--- src/rtl/if_id_stage.sv ---
// if_id_stage: RV32I front end. Owns the fetch PC and the IF/ID pipeline
// register, detects load-use hazards against the instruction in EX, and
// applies EX-stage redirects by loading the target and squashing IF/ID.
module if_id_stage #(
  parameter logic [31:0] RESET_PC  = 32'h00000000,
  parameter logic [31:0] NOP_INSTR = 32'h00000013
) (
  input  logic        clk,
  input  logic        reset,
  input  logic [31:0] instrIn,
  input  logic        redirect,
  input  logic [31:0] redirectPc,
  input  logic [4:0]  exRd,
  input  logic        exLw,
  input  logic        extStall,
  output logic [31:0] pcFetch,
  output logic [31:0] instrOut,
  output logic [31:0] pcOut,
  output logic [31:0] pcAdd4Out,
  output logic        validOut,
  output logic        bubbleEx,
  output logic        hazardStall
);

  localparam logic [6:0] OP_LUI   = 7'b0110111;
  localparam logic [6:0] OP_AUIPC = 7'b0010111;
  localparam logic [6:0] OP_JAL   = 7'b1101111;
  localparam logic [6:0] OP_R     = 7'b0110011;
  localparam logic [6:0] OP_S     = 7'b0100011;
  localparam logic [6:0] OP_B     = 7'b1100011;

  // Fetch-side PC and IF/ID register contents
  logic [31:0] pc_p0;
  logic [31:0] instr_p1;
  logic [31:0] pc_p1;
  logic [31:0] pcadd4_p1;
  logic        vld_p1;

  logic [6:0]  op;
  logic [4:0]  rs1;
  logic [4:0]  rs2;
  logic        uses_rs1;
  logic        uses_rs2;
  logic        haz;
  logic [31:0] pc_next_seq;

  assign op  = instr_p1[6:0];
  assign rs1 = instr_p1[19:15];
  assign rs2 = instr_p1[24:20];

  // PC increment wraps modulo 2^32 with no overflow flag
  assign pc_next_seq = pc_p0 + 32'd4;

  // Load-use detection: compare the sources read by the IF/ID instruction
  // against the destination of a load sitting in EX (x0 never conflicts)
  always_comb begin
    uses_rs1 = vld_p1 && (op != OP_LUI) && (op != OP_AUIPC) && (op != OP_JAL);
    uses_rs2 = vld_p1 && ((op == OP_R) || (op == OP_S) || (op == OP_B));
    haz      = exLw && (exRd != 5'd0) &&
               ((uses_rs1 && (rs1 == exRd)) || (uses_rs2 && (rs2 == exRd)));
  end

  assign hazardStall = haz;
  assign bubbleEx    = haz || redirect;

  // Front-end state update: reset, then redirect > extStall > hazard > advance
  always_ff @(posedge clk) begin
    if (!reset) begin
      pc_p0     <= RESET_PC;
      instr_p1  <= NOP_INSTR;
      pc_p1     <= 32'd0;
      pcadd4_p1 <= 32'd0;
      vld_p1    <= 1'b0;
    end else if (redirect) begin
      pc_p0     <= redirectPc;
      instr_p1  <= NOP_INSTR;
      pc_p1     <= 32'd0;
      pcadd4_p1 <= 32'd0;
      vld_p1    <= 1'b0;
    end else if (extStall || haz) begin
      pc_p0     <= pc_p0;
      instr_p1  <= instr_p1;
      pc_p1     <= pc_p1;
      pcadd4_p1 <= pcadd4_p1;
      vld_p1    <= vld_p1;
    end else begin
      pc_p0     <= pc_next_seq;
      instr_p1  <= instrIn;
      pc_p1     <= pc_p0;
      pcadd4_p1 <= pc_next_seq;
      vld_p1    <= 1'b1;
    end
  end

  assign pcFetch   = pc_p0;
  assign instrOut  = instr_p1;
  assign pcOut     = pc_p1;
  assign pcAdd4Out = pcadd4_p1;
  assign validOut  = vld_p1;

endmodule

--- config.mk ---
export PLATFORM = sky130hd
export DESIGN_NAME = if_id_stage
export DESIGN_NICKNAME = d
export VERILOG_FILES = /design/src/rtl/if_id_stage.sv
export SDC_FILE = /design/constraint.sdc
export NUM_CORES = 1
export LEC_CHECK = 0
export CAP_MARGIN = 20
export CORE_ASPECT_RATIO = 1.5
export CORE_UTILIZATION = 50
export DETAILED_ROUTE_END_ITERATION = 6
export PLACE_DENSITY_LB_ADDON = 0.05
export RECOVER_POWER = 25
export SYNTH_ARGS = -nofsm -noshare
export SYNTH_HDL_FRONTEND = slang
export SYNTH_SLANG_ARGS = --single-unit
--- constraint.sdc ---
create_clock -name clk -period 4.5 [get_ports clk]
set_input_delay 0.9 -clock clk [delete_from_list [all_inputs] [get_ports clk]]
set_output_delay 0.9 -clock clk [all_outputs]
set_load 0.05 [all_outputs]
======== After elaboration in Yosys (flattened, before gate mapping) ========
Cells that the tools add are included.
storage, ports and cells
  flip-flop bits (word level) ............. 129
  latch bits .............................. 0
  RAM bits ................................ 0
  memory bits (read-only) ................. 0
  output and inout bits ................... 131
  word-level logic and storage cells ...... 33
  memories kept ........................... 0
operators by class
  add/subtract/negate cells ............... 1
  multiply operators ...................... 0
  div/mod/pow operators ................... 0
  magnitude comparators ................... 0
  equality and inequality tests ........... 9
  shifts and indexed selects .............. 0
  mux-type cells .......................... 2
  bitwise gates (word level) .............. 1
  reductions and logical operators ........ 15
operators by type and width
  operator                                                                 count
  32-bit 2-to-1 mux                                                        2
  32-bit by 3-bit adder with 32-bit output, second input constant          1
  7-bit by 6-bit equality test with 1-bit output, second input constant    2
  5-bit equality test                                                      2
  1-bit logical AND                                                        8
  7-bit equality test, second input constant                               1
  7-bit by 5-bit inequality test with 1-bit output, second input constant  1
  7-bit by 6-bit inequality test with 1-bit output, second input constant  1
  7-bit inequality test, second input constant                             1
  1-bit logical OR                                                         5
  5-bit nonzero test                                                       1
  2-bit inequality test, second input constant                             1
  2-bit OR reduction                                                       1
  1-bit inverter                                                           1

======== Longest topological paths before layout ========
  word-level depth ........................ 10
  mapped depth ............................ 8
  depth with buffers taken out ............ 6

======== Least setup slack after synthesis ========
OpenSTA, ideal clock, no wires.
  kind .................................... input -> output
  start point ............................. in exRd[1]
  end point ............................... out bubbleEx
  data arrival time ....................... 2.607 ns
  required time ........................... 3.600 ns
  setup slack ............................. 0.993 ns
  stages .................................. 6
  buffers on the path ..................... 2
  cells stage by stage .................... or4_1 -> o211ai_1 -> or3_1 -> buf_2 -> clkbuf_1 -> nand3_1
on the way
  longest elaborated chain between the ends .. 5
  elaborated cells between the ends (all ways) .. 9
ends and longest elaborated chain
  element                RTL line  RTL
  start: declaration     13        input logic [4:0] exRd,
  5-bit equality test    60        ((uses_rs1 && (rs1 == exRd)) || (uses_rs2 && (rs2 == exRd)));
  1-bit logical AND      60
  1-bit logical OR       60
  1-bit logical AND (*)  59        haz = exLw && (exRd != 5'd0) &&
  1-bit logical OR (*)   64        assign bubbleEx = haz || redirect;
  end: declaration       21        output logic bubbleEx,
Mark *: on every way between the ends. The rest lies on a longest branch, timed or not.

======== Worst setup path in the final report ========
Ends and elaborated chain as after synthesis.

==> out/results.tsv <==
metric	value	unit
worst-case clock skew	0.0102	ns
Fill cells	1067	
clock slew at reported path FFs	0.06	ns
async set-reset flop share out of synthesis	0	%
average wire per standard cell	21.3	um
total number of nets in the final design	1009	
result of the run	complete, but fails checks	
starting DRC count in detailed routing	708	
hold slack	0.470	ns
final critical-path required period	3.80	ns
class of the worst hold path	flip-flop to flip-flop	
worst skew pair latency	0.42	ns
Slowest Stage Delay on Critical Path	0.57	ns
height of the die	144	um
Synth cell types	49	
most common library cell in the layout ignoring fill and taps	sky130_fd_sc_hd__clkdlybuf4s50_1	
Critical Path Fanout Max	23	
critical setup path kind	primary input to output port	
largest net degree at the start of global routing	105	
Gate Count Post-Synth	812	
Register-to-Register Setup Slack	1.72	ns
Worst Path Required	3.60	ns
fin crit share	84.4	%
CTS tree	done	
mean area per synthesized cell	8.27	um2
most used flip-flop cell after synthesis	sky130_fd_sc_hd__dfxtp_1	
synthesized net count	887	
unrepaired setup endpoints after global routing	no	
all-layer global routing usage	32.5	%
clock sinks	127	
depth of the critical timing path with buffers and inverters included	6	
Min-Delay Path Depth	2	
setup ws final	0.701	ns
peak supply drop	0.265	mV
Final setup viols	0	
transition at the pin with the smallest max-transition slack	1.90	ns
Synth warnings	0	
area taken by multi-input logic gates	0.00370	mm2
port buffer count	204	
count of flip-flops with a built-in enable after synthesis	0	
violations in the final reports	capacitance limit, slew limit	
sequential area share after synthesis	37.9	%
Buf+Inv Stages, Crit Path	2	
number of nets with antenna violations after detailed routing	0	
final RePlAce weighted congestion	0.875	
area overhead of the layout relative to synthesis	37.3	%
Slew Viols, Final	40	
DRT Wirelength	23600	um
slowest CP cell	sky130_fd_sc_hd__or4_1	
htree depth	4	
element type at the critical path start	primary input	
detailed-route vias per instance	6.79	
width of the die	96.6	um
maximum achievable frequency	263	MHz
drt drc	0	
core box area	0.0130	mm2
hold violation total from the final report	0	
post-CTS setup buffer count	0	
GR Overflow Total	0	
fraction of final layout cells with drive strength greater than 1	5.81	%
Slew HR	-27.0	%
sequential standard cell area	0.00254	mm2
TritonRoute pass-1 iters	5	
HPWL after DPL	14900	um
Vias	7498	
Resized cells post-CTS	0	
Die Area	0.0139	mm2
total inserted antenna cells	0	
Top Family by Delay on Critical Path	simple AND/OR/NAND/NOR gates	
kind of end point of the critical path	output port	
number of synthesized register bits	127	
series of cell instances along the critical path	clkdlybuf4s50_1 -> or4_1 -> o211ai_1 -> or3_4 -> nand3_1 -> buf_12	
Top-Level Pins	205	
clock root cell	sky130_fd_sc_hd__clkbuf_16	
count of cells along the worst register-to-register path	6	
Post-CTS Hold Fix Bufs	0	
antenna violations before repair	0	
total of max-cap violations	1	
first-pass GRT wire length	36900	um
standard-cell rows	51	
total standard cell area after synthesis	0.00671	mm2
most frequent cells in the layout	sky130_fd_sc_hd__clkdlybuf4s50_1, sky130_fd_sc_hd__dfxtp_1, sky130_fd_sc_hd__nand4_1	
leak pwr	3.41	nW
Power per Cell Area	339	mW/mm2
setup slack at placement	0.698	ns
number of buffers created by CTS	17	
Initial Utilization	51.6	%
vias in the first global route	7124	
worst path arrival time	2.90	ns
clock buffer depth	2	
setup TNS after final layout	0	ns
worst paths after layout:
check | start | to
max | exRd[1] | bubbleEx
max reg2reg | pcFetch[2]$_SDFFE_PN0P_ | pcFetch[14]$_SDFFE_PN0P_
min | instrOut[26]$_SDFFE_PP0P_ | instrOut[26]$_SDFFE_PP0P_
min reg2reg | instrOut[26]$_SDFFE_PP0P_ | instrOut[26]$_SDFFE_PP0P_
cells in the mapped netlist (2+ instances only):
| master | number | area share [%] |
|---|---|---|
| sky130_fd_sc_hd__and4_1 | 11 | 1.4 |
| sky130_fd_sc_hd__clkbuf_1 | 88 | 4.9 |
| sky130_fd_sc_hd__nor2_1 | 21 | 1.2 |
| sky130_fd_sc_hd__buf_4 | 5 | 0.56 |
| sky130_fd_sc_hd__nand4_1 | 84 | 7.8 |
| sky130_fd_sc_hd__o21ai_0 | 19 | 1.4 |
| sky130_fd_sc_hd__a21o_1 | 2 | 0.22 |
| sky130_fd_sc_hd__a311oi_1 | 3 | 0.39 |
| sky130_fd_sc_hd__nand3_1 | 24 | 1.8 |
| sky130_fd_sc_hd__nor3b_1 | 4 | 0.45 |
| sky130_fd_sc_hd__o41ai_1 | 3 | 0.39 |
| sky130_fd_sc_hd__and3_1 | 16 | 1.5 |
| sky130_fd_sc_hd__a32o_1 | 6 | 0.89 |
| sky130_fd_sc_hd__o31ai_1 | 75 | 8.4 |
| sky130_fd_sc_hd__nor4b_1 | 2 | 0.26 |
| sky130_fd_sc_hd__xnor2_1 | 20 | 2.6 |
| sky130_fd_sc_hd__a21oi_1 | 65 | 4.8 |
| sky130_fd_sc_hd__nor4_1 | 22 | 2.0 |
| sky130_fd_sc_hd__or3_1 | 5 | 0.47 |
| sky130_fd_sc_hd__and2_1 | 4 | 0.37 |
| sky130_fd_sc_hd__o2111ai_1 | 3 | 0.39 |
| sky130_fd_sc_hd__or4_1 | 11 | 1.2 |
| sky130_fd_sc_hd__a32oi_1 | 4 | 0.52 |
| sky130_fd_sc_hd__dfxtp_1 | 127 | 38 |
| sky130_fd_sc_hd__or4b_1 | 2 | 0.30 |
| sky130_fd_sc_hd__a211oi_1 | 33 | 3.7 |
| sky130_fd_sc_hd__inv_1 | 4 | 0.22 |
| sky130_fd_sc_hd__nor3_1 | 15 | 1.1 |
| sky130_fd_sc_hd__o31a_1 | 2 | 0.26 |
| sky130_fd_sc_hd__buf_6 | 2 | 0.34 |
| sky130_fd_sc_hd__a31oi_1 | 38 | 3.5 |
| sky130_fd_sc_hd__buf_1 | 6 | 0.34 |
| sky130_fd_sc_hd__buf_2 | 11 | 0.82 |
| sky130_fd_sc_hd__o211ai_1 | 5 | 0.56 |
| sky130_fd_sc_hd__mux2i_1 | 2 | 0.30 |
| sky130_fd_sc_hd__a211o_1 | 7 | 0.91 |
| sky130_fd_sc_hd__or4b_2 | 2 | 0.30 |
| sky130_fd_sc_hd__nand2_1 | 29 | 1.6 |
| sky130_fd_sc_hd__nor2b_1 | 5 | 0.47 |
| sky130_fd_sc_hd__xor2_1 | 16 | 2.1 |
metrics by stage:
stage                     instances  total power [mW]  instance area (um2)  util [%]
after detailed placement       1073              1.79                 8610      66.1
after floorplan                 812              1.57                 6710         -
final                          1105              3.12                 9220      70.8
after CTS                      1104              3.13                 9190      70.6
after global placement         1073              1.78                 8610      66.1
after global routing           1105              3.21                 9220      70.8
registers in the layout (all words and copies together), names as in the netlist:
| register | cells |
|---|---|
| instrOut | 32 |
| pcAdd4Out | 30 |
| pcFetch | 32 |
| pcOut | 32 |
| validOut | 1 |
worst register-to-register path: cells and delay by family (launching register included):
kind	cells	cell delay [ns]
and+or+nand+nor	4	1.79
adders and majority gates	1	0.30
AOI/OAI and AO/OA	1	0.14
DFF	1	0.51
cell families (layout without fill, tap and decap cells):
| logic type | after synthesis | after routing | synth area share [%] |
|---|---|---|---|
| AO/OA/AOI/OAI | 268 | 268 | 26.8 |
| AND/OR/NAND/NOR | 261 | 261 | 22.8 |
| flip-flops | 127 | 127 | 37.9 |
| buffers and inverters | 117 | 251 | 7.27 |
| XOR/XNOR | 36 | 36 | 4.70 |
| multiplexers | 2 | 2 | 0.298 |
| adder cells (fa/ha/maj) | 1 | 1 | 0.186 |
layout make-up:
| class | count | share of cell area (%) |
|---|---|---|
| flip-flops and latches | 127 | 27.6 |
| well taps | 159 | 2.16 |
| clock buffers | 18 | 4.77 |
| repair buffers | 216 | 23.6 |
| inverters | 4 | 0.177 |
| multi-input cells | 568 | 40.2 |
| clock inverters | 13 | 1.53 |
layer usage:
metal	vias up	part of all wire [%]	global-route usage, %
met3	71	8.0	7.10
met1	3592	39	37.6
li1	3425	-	-
met2	410	49	55.8
met5	-	0	0
met4	0	4.1	17.7
power by group:
| group | switching (mW) | total [mW] | internal (mW) |
|---|---|---|---|
| sequential | 0.0718 | 1.24 | 1.17 |
| clock | 0.530 | 1.36 | 0.827 |
| combinational | 0.322 | 0.520 | 0.198 |
| total | 0.924 | 3.12 | 2.20 |
No activity file was read; power rests on OpenSTA's default activity.
